[config.mk]
export PLATFORM = sky130hd
export DESIGN_NAME = note_uart_tx
export DESIGN_NICKNAME = d
export VERILOG_FILES = /design/src/rtl/note_uart_pkg.sv /design/src/rtl/note_uart_fifo.sv /design/src/rtl/note_uart_tx.sv
export SDC_FILE = /design/constraint.sdc
export NUM_CORES = 1
export LEC_CHECK = 0
export CAP_MARGIN = 20
export CORE_MARGIN = 8
export CORE_UTILIZATION = 50
export CTS_CLUSTER_SIZE = 28
export DETAILED_ROUTE_END_ITERATION = 7
export PLACE_DENSITY = 0.68
export REMOVE_ABC_BUFFERS = 1
export SKIP_CTS_REPAIR_TIMING = 1
export SLEW_MARGIN = 0
export SYNTH_ARGS = -nofsm -noshare
export SYNTH_HDL_FRONTEND = slang
export SYNTH_HIERARCHICAL = 1
export SYNTH_SLANG_ARGS = --single-unit
[constraint.sdc]
create_clock -name clk -period 5.35 [get_ports clk]
set_input_delay 1.07 -clock clk [delete_from_list [all_inputs] [get_ports clk]]
set_output_delay 1.07 -clock clk [all_outputs]
set_load 0.005 [all_outputs]
[src/rtl/note_uart_pkg.sv]
// note_uart_pkg
// Shared definitions for the UART note link: the byte marker, pitch codes,
// the release byte, the transmit FSM state encoding and the note-word to
// byte encoder, which the receive-side decoder uses as well.
// Configuration macro: NOTE_UART_TX_PARITY_EN adds the PARITY state.
// No ports (package).
package note_uart_pkg;

    localparam logic [1:0] MARKER       = 2'b10;

    localparam logic [1:0] PC_NONE      = 2'd0;
    localparam logic [1:0] PC_LOW       = 2'd1;
    localparam logic [1:0] PC_MID       = 2'd2;
    localparam logic [1:0] PC_HIGH      = 2'd3;

    localparam logic [7:0] RELEASE_BYTE = 8'h80;

    typedef enum logic [2:0] {
        IDLE,
        START,
        DATA,
`ifdef NOTE_UART_TX_PARITY_EN
        PARITY,
`endif
        STOP
    } tx_state_t;

    // Note word -> link byte {marker, pcode, 0, idx}. When several note or
    // pitch bits are set, the lowest one wins in each field.
    function automatic logic [7:0] encode_note(input logic [9:0] note);
        logic [2:0] idx;
        logic [1:0] pcode;
        idx = 3'd0;
        for (int i = 6; i >= 0; i--) begin
            if (note[i]) begin
                idx = 3'(i + 1);
            end
        end
        if (note[7]) begin
            pcode = PC_LOW;
        end else if (note[8]) begin
            pcode = PC_MID;
        end else if (note[9]) begin
            pcode = PC_HIGH;
        end else begin
            pcode = PC_NONE;
        end
        return {MARKER, pcode, 1'b0, idx};
    endfunction

endpackage

[src/rtl/note_uart_fifo.sv]
// note_uart_fifo
// Small synchronous FIFO holding encoded note bytes awaiting transmission.
// Read data is show-ahead: pop_data is the head entry whenever !empty.
// A push into a full FIFO is accepted only if a pop happens in that cycle.
// Ports:
//   clk       system clock, rising edge
//   rst       asynchronous reset, active-low (empties the FIFO)
//   push      write request, push_data written when accepted
//   pop       read request, ignored while empty
//   pop_data  head entry
//   full      DEPTH entries held
//   empty     no entries held
module note_uart_fifo #(
    parameter int WIDTH = 8,
    parameter int DEPTH = 4
) (
    input  logic             clk,
    input  logic             rst,
    input  logic             push,
    input  logic [WIDTH-1:0] push_data,
    input  logic             pop,
    output logic [WIDTH-1:0] pop_data,
    output logic             full,
    output logic             empty
);

    localparam int AW = $clog2(DEPTH);

    logic [WIDTH-1:0] mem [DEPTH];
    logic [AW-1:0]    wr_ptr;
    logic [AW-1:0]    rd_ptr;
    logic [AW:0]      count;
    logic             do_push;
    logic             do_pop;

    assign empty    = (count == '0);
    assign full     = (count == (AW+1)'(DEPTH));
    assign do_pop   = pop && !empty;
    assign do_push  = push && (!full || do_pop);
    assign pop_data = mem[rd_ptr];

    // Pointers wrap naturally because DEPTH is a power of two.
    always_ff @(posedge clk or negedge rst) begin
        if (!rst) begin
            wr_ptr <= '0;
            rd_ptr <= '0;
            count  <= '0;
        end else begin
            if (do_push) begin
                wr_ptr <= wr_ptr + 1'b1;
            end
            if (do_pop) begin
                rd_ptr <= rd_ptr + 1'b1;
            end
            case ({do_push, do_pop})
                2'b10:   count <= count + 1'b1;
                2'b01:   count <= count - 1'b1;
                default: count <= count;
            endcase
        end
    end

    // Storage needs no reset; occupancy is tracked by count alone.
    always_ff @(posedge clk) begin
        if (do_push) begin
            mem[wr_ptr] <= push_data;
        end
    end

endmodule

[src/rtl/note_uart_tx.sv]
// note_uart_tx
// Watches the registered 10-bit note word and sends one UART byte to the
// host for every change while reporting is enabled. Frames are 8N1, or 8E1
// when NOTE_UART_TX_PARITY_EN is defined.
// Ports:
//   clk       system clock, rising edge
//   rst       asynchronous reset, active-low
//   note_in   [6:0] one-hot note, [9:7] pitch bits (low/mid/high)
//   tx_en     reporting enable
//   uart_tx   serial line, idle high
//   tx_busy   frame on the line or bytes queued
//   drop_cnt  bytes lost to FIFO overflow, saturating at 4'hF
module note_uart_tx
    import note_uart_pkg::*;
#(
    parameter int CLK_HZ     = 100_000_000,
    parameter int BAUD       = 9600,
    parameter int FIFO_DEPTH = 4
) (
    input  logic       clk,
    input  logic       rst,
    input  logic [9:0] note_in,
    input  logic       tx_en,
    output logic       uart_tx,
    output logic       tx_busy,
    output logic [3:0] drop_cnt
);

    localparam int BAUD_DIV = CLK_HZ / BAUD;
    localparam int CW       = (BAUD_DIV > 1) ? $clog2(BAUD_DIV) : 1;

    logic [9:0]    last_note;
    logic          push_pending;
    logic [7:0]    push_byte;

    logic [7:0]    fifo_data;
    logic          fifo_full;
    logic          fifo_empty;
    logic          fifo_pop;
    logic          overflow;

    tx_state_t     state;
    tx_state_t     state_next;
    logic [CW-1:0] baud_cnt;
    logic [CW-1:0] baud_next;
    logic [2:0]    bit_cnt;
    logic [2:0]    bit_next;
    logic [7:0]    shift_reg;
    logic [7:0]    shift_next;
    logic          line_next;
    logic          bit_end;
`ifdef NOTE_UART_TX_PARITY_EN
    logic          parity_bit;
    logic          parity_next;
`endif

    // Change detection runs every cycle so last_note never goes stale while
    // reporting is disabled. The byte is registered here and pushed one
    // cycle later, which keeps the encoder out of the FIFO write path.
    always_ff @(posedge clk or negedge rst) begin
        if (!rst) begin
            last_note    <= '0;
            push_pending <= 1'b0;
            push_byte    <= RELEASE_BYTE;
        end else begin
            last_note    <= note_in;
            push_pending <= tx_en && (note_in != last_note);
            push_byte    <= encode_note(note_in);
        end
    end

    note_uart_fifo #(
        .WIDTH (8),
        .DEPTH (FIFO_DEPTH)
    ) u_fifo (
        .clk       (clk),
        .rst       (rst),
        .push      (push_pending),
        .push_data (push_byte),
        .pop       (fifo_pop),
        .pop_data  (fifo_data),
        .full      (fifo_full),
        .empty     (fifo_empty)
    );

    assign overflow = push_pending && fifo_full && !fifo_pop;
    assign tx_busy  = (state != IDLE) || !fifo_empty;
    assign bit_end  = (baud_cnt == CW'(BAUD_DIV - 1));

    // Drop counter saturates so a long overflow burst still reads as "many".
    always_ff @(posedge clk or negedge rst) begin
        if (!rst) begin
            drop_cnt <= 4'h0;
        end else if (overflow && (drop_cnt != 4'hF)) begin
            drop_cnt <= drop_cnt + 4'h1;
        end
    end

    // Transmit FSM. The stop bit pops the next byte directly into START so
    // queued frames go out back to back; the line level is derived from the
    // next state and registered so uart_tx is glitch-free.
    always_comb begin
        state_next = state;
        baud_next  = baud_cnt;
        bit_next   = bit_cnt;
        shift_next = shift_reg;
        fifo_pop   = 1'b0;
        line_next  = 1'b1;
`ifdef NOTE_UART_TX_PARITY_EN
        parity_next = parity_bit;
`endif
        case (state)
            IDLE: begin
                if (!fifo_empty) begin
                    fifo_pop   = 1'b1;
                    shift_next = fifo_data;
                    baud_next  = '0;
                    state_next = START;
                end
            end
            START: begin
                if (bit_end) begin
                    baud_next  = '0;
                    bit_next   = 3'd0;
                    state_next = DATA;
                end else begin
                    baud_next = baud_cnt + 1'b1;
                end
            end
            DATA: begin
                if (bit_end) begin
                    baud_next  = '0;
                    shift_next = {1'b0, shift_reg[7:1]};
                    if (bit_cnt == 3'd7) begin
`ifdef NOTE_UART_TX_PARITY_EN
                        state_next = PARITY;
`else
                        state_next = STOP;
`endif
                    end else begin
                        bit_next = bit_cnt + 3'd1;
                    end
                end else begin
                    baud_next = baud_cnt + 1'b1;
                end
            end
`ifdef NOTE_UART_TX_PARITY_EN
            PARITY: begin
                if (bit_end) begin
                    baud_next  = '0;
                    state_next = STOP;
                end else begin
                    baud_next = baud_cnt + 1'b1;
                end
            end
`endif
            STOP: begin
                if (bit_end) begin
                    baud_next = '0;
                    if (!fifo_empty) begin
                        fifo_pop   = 1'b1;
                        shift_next = fifo_data;
                        state_next = START;
                    end else begin
                        state_next = IDLE;
                    end
                end else begin
                    baud_next = baud_cnt + 1'b1;
                end
            end
            default: begin
                state_next = IDLE;
                baud_next  = '0;
            end
        endcase

`ifdef NOTE_UART_TX_PARITY_EN
        // Parity is captured at load time because the shifter is consumed.
        if (fifo_pop) begin
            parity_next = ^fifo_data;
        end
`endif

        case (state_next)
            START:   line_next = 1'b0;
            DATA:    line_next = shift_next[0];
`ifdef NOTE_UART_TX_PARITY_EN
            PARITY:  line_next = parity_next;
`endif
            default: line_next = 1'b1;
        endcase
    end

    // FSM state register; reset aborts any frame and returns the line high.
    always_ff @(posedge clk or negedge rst) begin
        if (!rst) begin
            state     <= IDLE;
            baud_cnt  <= '0;
            bit_cnt   <= 3'd0;
            shift_reg <= 8'h00;
            uart_tx   <= 1'b1;
`ifdef NOTE_UART_TX_PARITY_EN
            parity_bit <= 1'b0;
`endif
        end else begin
            state     <= state_next;
            baud_cnt  <= baud_next;
            bit_cnt   <= bit_next;
            shift_reg <= shift_next;
            uart_tx   <= line_next;
`ifdef NOTE_UART_TX_PARITY_EN
            parity_bit <= parity_next;
`endif
        end
    end

endmodule

Word level (Yosys, flattened, before mapping) --
Memories as Yosys holds them, arrays and structs flattened. Cells that the tools add are included.
Storage, ports and cells: ROM bits 0, RAM bits 20, register bits 56, output and inout port bits 6, latch bits 0, memories kept 1, word-level logic and storage cells 93
Memory list:
- u_fifo.mem | depth 4, bits a word 5, rd ports 1, clocked after Yosys merged registers in 0, wr ports 1, RTL line note_uart_fifo.sv:29 | logic [WIDTH-1:0] mem [DEPTH];
Operators by class: $add $sub $neg 7, mux-type cells 35, reduce and logical (&&, ||, !) cells 20, shifts and indexed selects 0, bitwise gates (word level) 0, order comparisons 0, divide/modulo/power cells 0, $mul 0, equal/unequal tests 17
Operators with widths (number):
- $mux W3 | 15
- $mux W14 | 2
- $pmux W14 S2 | 1
- $mux W8 | 3
- $pmux W8 S3 | 1
- $add A14 B1 Y14 const B | 1
- $eq A14 B14 Y1 const B | 1
- $pmux W3 S2 | 2
- $pmux W3 S4 | 1
- $ne A10 B10 Y1 | 1
- $ne A2 B2 Y1 const B | 5
- $eq A3 B2 Y1 const B | 3
- $add A3 B1 Y3 const B | 2
- $eq A3 B1 Y1 const B | 2
- $eq A3 B3 Y1 const B | 2
- $logic_and A1 B1 Y1 | 6
- $logic_not A3 Y1 | 2
- $mux W2 | 3
- $reduce_bool A3 Y1 | 2
- $mux W1 | 5
- $add A2 B1 Y2 const B | 2
- $add A4 B1 Y4 const B | 1
- $ne A4 B4 Y1 const B | 1
- $pmux W1 S2 | 2
- other kinds (9) | 13

Longest topological paths before layout --
Gate-level depths: netlist of run 1.
depth in word-level cells 9, mapped depth 13

Hierarchy --
The synthesis of run 1 kept the hierarchy.
By module, submodules not included:
- note_uart_tx | sequential area each 1227.4 um^2, area an instance 2371.0 um^2, times used 1, cells an instance 217
- note_uart_fifo | sequential area each 1136.1 um^2, area an instance 1587.8 um^2, times used 1, cells an instance 80

Least setup slack after synthesis of run 1 --
OpenSTA, ideal clock, no wires.
path kind register to register, start point reg baud_cnt[4], end point reg u_fifo.count[2], setup time 79 ps, data required time 5271 ps, stages on the path, launching flop included 12, slack 2479 ps, path buffers 0, clock period less this slack 2871 ps, arrival 2792 ps, cells stage by stage dfrtp_1 or4b_4 nor4_4 a31oi_2 clkinv_1 o31a_2 ha_1 inv_1 fa_1 xor2_1 nor2_1 xor2_1
On the way: longest elaborated chain between the ends 8
RTL lines:
- start: declaration | RTL line note_uart_tx.sv:44 | logic [CW-1:0] baud_cnt;
- start signal: assignment | RTL line note_uart_tx.sv:207 | baud_cnt <= baud_next;
- $eq A14 B14 Y1 * | RTL line note_uart_tx.sv:88 | assign bit_end = (baud_cnt == CW'(BAUD_DIV - 1));
- $mux W1 * | RTL line note_uart_tx.sv:158 | if (bit_end) begin
- $pmux W1 S2 * | RTL line note_uart_tx.sv:112 | case (state)
- named net fifo_pop | RTL line note_uart_tx.sv:39 | logic fifo_pop;
- $logic_and A1 B1 Y1 * | RTL line note_uart_fifo.sv:38 | assign do_pop = pop && !empty;
- named net u_fifo.do_pop | RTL line note_uart_fifo.sv:34 | logic do_pop;
- $logic_or A1 B1 Y1 | RTL line note_uart_fifo.sv:39 | assign do_push = push && (!full || do_pop);
- $logic_and A1 B1 Y1 | RTL line note_uart_fifo.sv:39
- $eq A2 B1 Y1 or $eq A2 B2 Y1 (tied branches) | RTL line note_uart_fifo.sv:55 | case ({do_push, do_pop})
- $pmux W3 S2 or $reduce_bool A2 Y1 (tied branches)
- end signal: assignment | RTL line note_uart_fifo.sv:56 | 2'b10: count <= count + 1'b1;
- end signal: assignment | RTL line note_uart_fifo.sv:57 | 2'b01: count <= count - 1'b1;
- end signal: assignment | RTL line note_uart_fifo.sv:58 | default: count <= count;
- end: declaration | RTL line note_uart_fifo.sv:32 | logic [AW:0] count;
Mark *: on every way through the listed nets, which the timed path passes. The rest lies on a longest branch. A chain may end at the register's enable or synchronous reset.

Final worst setup path of run 1 --
start point reg u_fifo.count[0], end point out tx_busy
On the way: longest elaborated chain between the ends 3
RTL lines:
- $logic_not A3 Y1 | RTL line note_uart_fifo.sv:36 | assign empty = (count == '0);
- named net fifo_empty | RTL line note_uart_tx.sv:38 | logic fifo_empty;
- $logic_not A1 Y1 | RTL line note_uart_tx.sv:87 | assign tx_busy = (state != IDLE) || !fifo_empty;
- $logic_or A1 B1 Y1 | RTL line note_uart_tx.sv:87
- end: declaration | RTL line note_uart_tx.sv:25 | output logic tx_busy,
The timed path passes the listed nets, and every way through them passes these cells.

==> impl_metrics.env, run 1 <==
export IMPL_tns_ps=0
export IMPL_min_period_ps=3680
export IMPL_start_util_pct=51.5
export IMPL_clk_pin_slew_ps=90
export IMPL_io_buffers=18
export IMPL_vias_per_cell=5.34
export IMPL_holdPathStages=1
export IMPL_vdd_drop_max_uv=228
export IMPL_final_cell_mix="dfrtp_1, edfxtp_1, nor2_1, clkdlybuf4s50_1, nand2_1"
export IMPL_syn_to_final_growth_pct=12.9
export IMPL_finalClockSkew_ps=9.48
export IMPL_synth_edf_count=32
export IMPL_largest_register="u_fifo/mem"
export IMPL_die_w_um=105
export IMPL_cts_buffers=9
export IMPL_cp_start_kind="flip-flop"
export IMPL_final_nets=354
export IMPL_cts_tree="built"
export IMPL_total_power_mw=1.88
export IMPL_grt_overflow=0
export IMPL_cts_root_buffer="clkbuf_8"
export IMPL_seq_area_um2=2360
export IMPL_ios=19
export IMPL_slew_violations=0
export IMPL_holdCritStartpoint="shift_reg[3]"
export IMPL_crit_required_ps=4280
export IMPL_powerDensity_nw_per_um2=421
export IMPL_rows=32
export IMPL_rsz0062_at_grt="no"
export IMPL_startpoint="u_fifo/count[0]"
export IMPL_setup_ws_ps=1670
export IMPL_fillCellCount=653
export IMPL_syn_area_um2=3960
export IMPL_place_congestion=0.788
export IMPL_grt_pass1_vias=2373
export IMPL_clk_latency_ps=340
export IMPL_antenna_found_initial=0
export IMPL_synthFlopType="dfrtp_1"
export IMPL_cp_max_fo=11
export IMPL_cts_max_path_buffers=2
export IMPL_avgSynthCellArea_um2=13.3
export IMPL_ys_seq_area_share_pct=59.7
export IMPL_synth_seq_cells=88
export IMPL_post_route_period_util_pct=68.9
export IMPL_wl_per_cell_um=15.5
export IMPL_p_leak_nw=1.84
export IMPL_yosysWarnings=6
export IMPL_synthCells=297
export IMPL_tightest_slew_ps=719
export IMPL_cap_violations=0
export IMPL_max_slew_margin_pct=52.1
export IMPL_core_area_um2=7690
export IMPL_vias=2340
export IMPL_rr_worst_depth=13
export IMPL_async_flop_share_pct=63.6
export IMPL_grt_pass1_wl_mm=11.5
export IMPL_multiInputGateArea_um2=1540
export IMPL_place_hpwl_mm=4.65
export IMPL_setup_violations=0
export IMPL_dp_slack_ps=2040
export IMPL_layout_drive_gt1_share_pct=13.4
export IMPL_yosys_cell_types_count=59
export IMPL_hold_class="flip-flop to flip-flop"
export IMPL_final_common_cell="dfrtp_1"
export IMPL_final_hold_viol_count=0
export IMPL_reg_largest_list="u_fifo/mem: 32 flops, baud_cnt: 14 flops, last_note: 10 flops"
export IMPL_worstSetupEndpointType="output port"
export IMPL_drtPass1Iterations=4
export IMPL_clock_sinks=88
export IMPL_arrival_ps=2610
export IMPL_fp_dieH_um=105
export IMPL_fmax_mhz=271
export IMPL_r2r_start="baud_cnt[0]"
export IMPL_drtAntennaViolNets=0
export IMPL_status="completed"
export IMPL_largest_reg_flops=32
export IMPL_drc=0
export IMPL_die_area_um2=11000
export IMPL_gr_usage_all_layers_pct=12.8
export IMPL_htree_levels=3
export IMPL_wirelength_mm=6.78
export IMPL_critPathKind="flip-flop to output port"
export IMPL_drt_iter0_drc=121
export IMPL_num_antenna_cells=0
export IMPL_grt_max_degree=57
[logic make-up (layout without fill, tap and decap cells)]
| kind of cell | Yosys count | count (layout) | share of synthesized area (%) |
|---|---|---|---|
| other | 2 | 13 | 0.190 |
| adders and majority gates | 10 | 10 | 3.35 |
| AOI/OAI and AO/OA | 52 | 52 | 10.1 |
| DFF | 88 | 88 | 59.7 |
| muxes | 18 | 18 | 7.30 |
| buffers and inverters | 23 | 51 | 2.37 |
| and+or+nand+nor | 83 | 83 | 12.4 |
| xor gates and xnor gates | 21 | 21 | 4.65 |
[stage by stage]
stage	cell area (um^2)	std cells	hold slack, ps	utilization (%)
3_3_place_gp	4280	422	469	55.7
6_report	4470	438	499	58.1
4_1_cts	4470	438	498	58.1
5_1_grt	4470	438	512	58.1
2_1_floorplan	3960	300	455	-
3_5_place_dp	4280	422	484	55.7
[cell type report]
cell class | instances | area share, %
clock inverters | 5 | 0.812
multi-input cells | 197 | 34.5
clock buffers | 11 | 3.39
inverters | 15 | 1.26
repair buffers | 20 | 4.26
flip-flops and latches | 88 | 52.9
well taps | 102 | 2.86
[routing by layer]
layer	share of wire, %	GRT usage [%]	vias to the layer above
li1	-	-	1144
met1	47	16.4	1158
met3	4.0	3.13	6
met2	48	20.4	32
met4	0.90	5.20	0
met5	0	0	-
[synth_stat cells, types with 2 or more instances]
library cell / number / area (um^2)
mux4_2: 8 / 180
edfxtp_1: 32 / 961
buf_2: 3 / 15.0
nor3_1: 2 / 10.0
ha_1: 9 / 113
xnor2_1: 15 / 131
xor2_1: 6 / 52.6
a22o_1: 2 / 17.5
inv_1: 14 / 52.6
mux2i_1: 6 / 60.1
clkbuf_1: 3 / 11.3
nand2b_1: 3 / 18.8
and2_2: 4 / 30.0
nor2b_1: 4 / 25.0
nand3b_1: 2 / 15.0
mux2_2: 2 / 22.5
conb_1: 2 / 7.51
a21oi_1: 4 / 20.0
nor4_1: 2 / 12.5
nand2_1: 16 / 60.1
a21o_1: 3 / 22.5
o21ai_1: 9 / 45.0
a221o_1: 6 / 60.1
nor2_1: 17 / 63.8
nand3_1: 7 / 35.0
nor4_4: 2 / 42.5
and3_1: 11 / 68.8
o31ai_1: 6 / 45.0
nand4_1: 5 / 31.3
o21ai_0: 9 / 45.0
dfrtp_1: 55 / 1380
[worst paths after layout]
kind                                   endpoint  slack, ps
worst min-delay path               shift_reg[2]        500
min in group asynchronous           drop_cnt[0]        860
max in group asynchronous          push_byte[0]       4010
worst max-delay path                    tx_busy       1670
worst min register to register     shift_reg[2]        500
worst max register to register  u_fifo/count[2]       2100
[where the power goes]
group,internal (mW),switching [mW]
clock,0.197,0.237
sequential,0.844,0.112
combinational,0.263,0.226
[critical path, cell delays in order, from the launching register on]
cell,delay [ps]
dfrtp_1,430
nor3_1,380
inv_1,170
nor2_1,560
inv_1,230
clkdlybuf4s50_1,500
No activity file was read; power rests on OpenSTA's default activity.
==> inputs of run 2 (changes only) <==
Clock period 5.35 ns to 3.5 ns, I/O delays scaled along.
==> run 2 against run 1 <==
Net effect: via count rose by 1.7%; sequential share of layout area fell by 0.85 points; cell count rose by 0.68%; cell area rose by 1.6%; count of clock-buffer cells in the layout did not move; routed wire length rose by 2.3%; critical path depth rose by 6; flip-flop and latch count did not move; worst hold slack got worse by 94 ps; core utilization rose by 0.94 points; global-route usage rose by 0.80 points; critical path type is now flip-flop to flip-flop; largest power group unchanged.
==> impl_metrics.env, run 2 (synthesis gave the netlist of run 1 again) <==
export IMPL_layout_drive_gt1_share_pct=13.9
export IMPL_grt_overflow=0
export IMPL_p_int_mw=2.15
export IMPL_cts_root_buffer="clkbuf_8"
export IMPL_grt_pass1_wl_mm=12.2
export IMPL_reg2reg_to="u_fifo/count[2]"
export IMPL_core_area_um2=7690
export IMPL_cts_max_path_buffers=2
export IMPL_hold_class="input port to async pin"
export IMPL_rrSetupSlack_ps=390
export IMPL_fp_dieH_um=105
export IMPL_crit_required_ps=3770
export IMPL_drc=0
export IMPL_cap_violations=0
export IMPL_slew_violations=0
export IMPL_arrival_ps=3390
export IMPL_num_antenna_cells=0
export IMPL_placed_cells=425
export IMPL_min_period_ps=3110
export IMPL_tightest_slew_ps=717
export IMPL_max_slew_margin_pct=52.2
export IMPL_tns_ps=0
export IMPL_cts_tree="built"
export IMPL_clk_pin_slew_ps=90
export IMPL_final_nets=357
export IMPL_start_util_pct=51.5
export IMPL_largest_register="u_fifo/mem"
export IMPL_critPathKind="flip-flop to flip-flop"
export IMPL_syn_to_final_growth_pct=14.7
export IMPL_vdd_drop_max_uv=352
export IMPL_clockPowerShare_pct=26.6
export IMPL_ios=19
export IMPL_cp_max_fo=8
export IMPL_reg_largest_list="u_fifo/mem: 32 flops, baud_cnt: 14 flops, last_note: 10 flops"
export IMPL_rr_worst_depth=11
export IMPL_place_hpwl_mm=4.83
export IMPL_final_hold_viol_count=0
export IMPL_r2r_start="baud_cnt[4]"
export IMPL_drt_iter0_drc=125
export IMPL_rows=32
export IMPL_largest_reg_flops=32
export IMPL_gr_usage_all_layers_pct=13.6
export IMPL_drtAntennaViolNets=0
export IMPL_fillCellCount=643
export IMPL_antenna_found_initial=0
export IMPL_switchingPower_uw=882
export IMPL_cp_start_kind="flip-flop"
export IMPL_p_sw_share_pct=29.1
export IMPL_multiInputGateArea_um2=1540
export IMPL_vias_per_cell=5.40
export IMPL_final_common_cell="dfrtp_1"
export IMPL_finalClockSkew_ps=10.6
export IMPL_clock_sinks=88
export IMPL_die_area_um2=11000
export IMPL_place_congestion=0.805
export IMPL_htree_levels=3
export IMPL_vias=2380
export IMPL_wl_per_cell_um=15.7
export IMPL_status="completed"
export IMPL_setup_violations=0
export IMPL_die_w_um=105
export IMPL_final_cell_mix="dfrtp_1, edfxtp_1, nor2_1, clkdlybuf4s50_1, nand2_1"
export IMPL_grt_pass1_vias=2541
export IMPL_grt_max_degree=32
export IMPL_wirelength_mm=6.94
export IMPL_powerDensity_nw_per_um2=669
export IMPL_seq_area_um2=2360
export IMPL_fin_cells=441
export IMPL_post_route_period_util_pct=89.0
export IMPL_clk_latency_ps=350
export IMPL_worstSetupEndpointType="flip-flop"
export IMPL_cts_buffers=9
export IMPL_fmax_mhz=321
export IMPL_p_leak_nw=1.88
export IMPL_drtPass1Iterations=4
export IMPL_rsz0062_at_grt="no"
export IMPL_pwr_share_comb_pct=26.2
export IMPL_io_buffers=18
export IMPL_seq_power_share_pct=47.2
run 2: cell types whose count changed in the layout (fill, tap and decap cells not counted), sizes merged:
cell / delta
buf: +3
bufinv: +2
clkinv: -1
inv: -1
run 2: layout make-up:
| type | count | area share (%) |
|---|---|---|
| Clock buffer | 11 | 3.36 |
| Clock inverter | 5 | 1.87 |
| Inverter | 15 | 1.24 |
| Multi-Input combinational cell | 197 | 34.0 |
| Sequential cell | 88 | 52.1 |
| Tap cell | 102 | 2.81 |
| Timing Repair Buffer | 23 | 4.68 |
run 2: worst max-delay path, cell delays in order (launching register included):
cell,delay [ps]
dfrtp_1,440
or4b_4,620
nor4_4,340
a31oi_2,220
clkinv_1,210
o31a_2,210
ha_1,180
inv_1,60
fa_1,370
xor2_1,150
nor2_1,110
xor2_1,140
run 2: worst max path at each step:
| stage | from | to | slack (ps) | cells after the start |
|---|---|---|---|---|
| floorplan | baud_cnt[4] | u_fifo/count[2] | 630 | 11 |
| global placement | baud_cnt[4] | u_fifo/count[2] | 470 | 11 |
| detailed placement | baud_cnt[4] | u_fifo/count[2] | 410 | 11 |
| CTS | baud_cnt[4] | u_fifo/count[2] | 380 | 11 |
| global route | u_fifo/count[0] | u_fifo/count[2] | 80 | 12 |
| finish | baud_cnt[4] | u_fifo/count[2] | 390 | 11 |
run 2: power by group through the flow:
stage	logic, mW	clock network, mW	registers, mW
4_1_cts	0.810	0.829	1.44
6_report	0.795	0.808	1.43
3_5_place_dp	0.807	0	1.45
3_3_place_gp	0.786	0	1.45
2_1_floorplan	0.551	0	1.44
5_1_grt	0.896	0.862	1.46
run 2: routing by layer:
| metal | GRT usage (%) | wire length [um] |
|---|---|---|
| met2 | 22.3 | 3370 |
| met5 | 0 | 0 |
| met1 | 16.7 | 3210 |
| met3 | 4.18 | 295 |
| met4 | 4.49 | 65 |
run 2: stage by stage:
stage | setup slack, ps | utilization (%) | area [um^2] | hold WS (ps) | total power, mW
floorplan | 634 | - | 3960 | 404 | 1.99
CTS | 383 | 59.1 | 4540 | 414 | 3.07
global placement | 469 | 56.0 | 4300 | 475 | 2.23
detailed placement | 407 | 56.0 | 4300 | 482 | 2.26
finish | 385 | 59.1 | 4540 | 405 | 3.04
global route | 75.9 | 59.1 | 4540 | 447 | 3.22
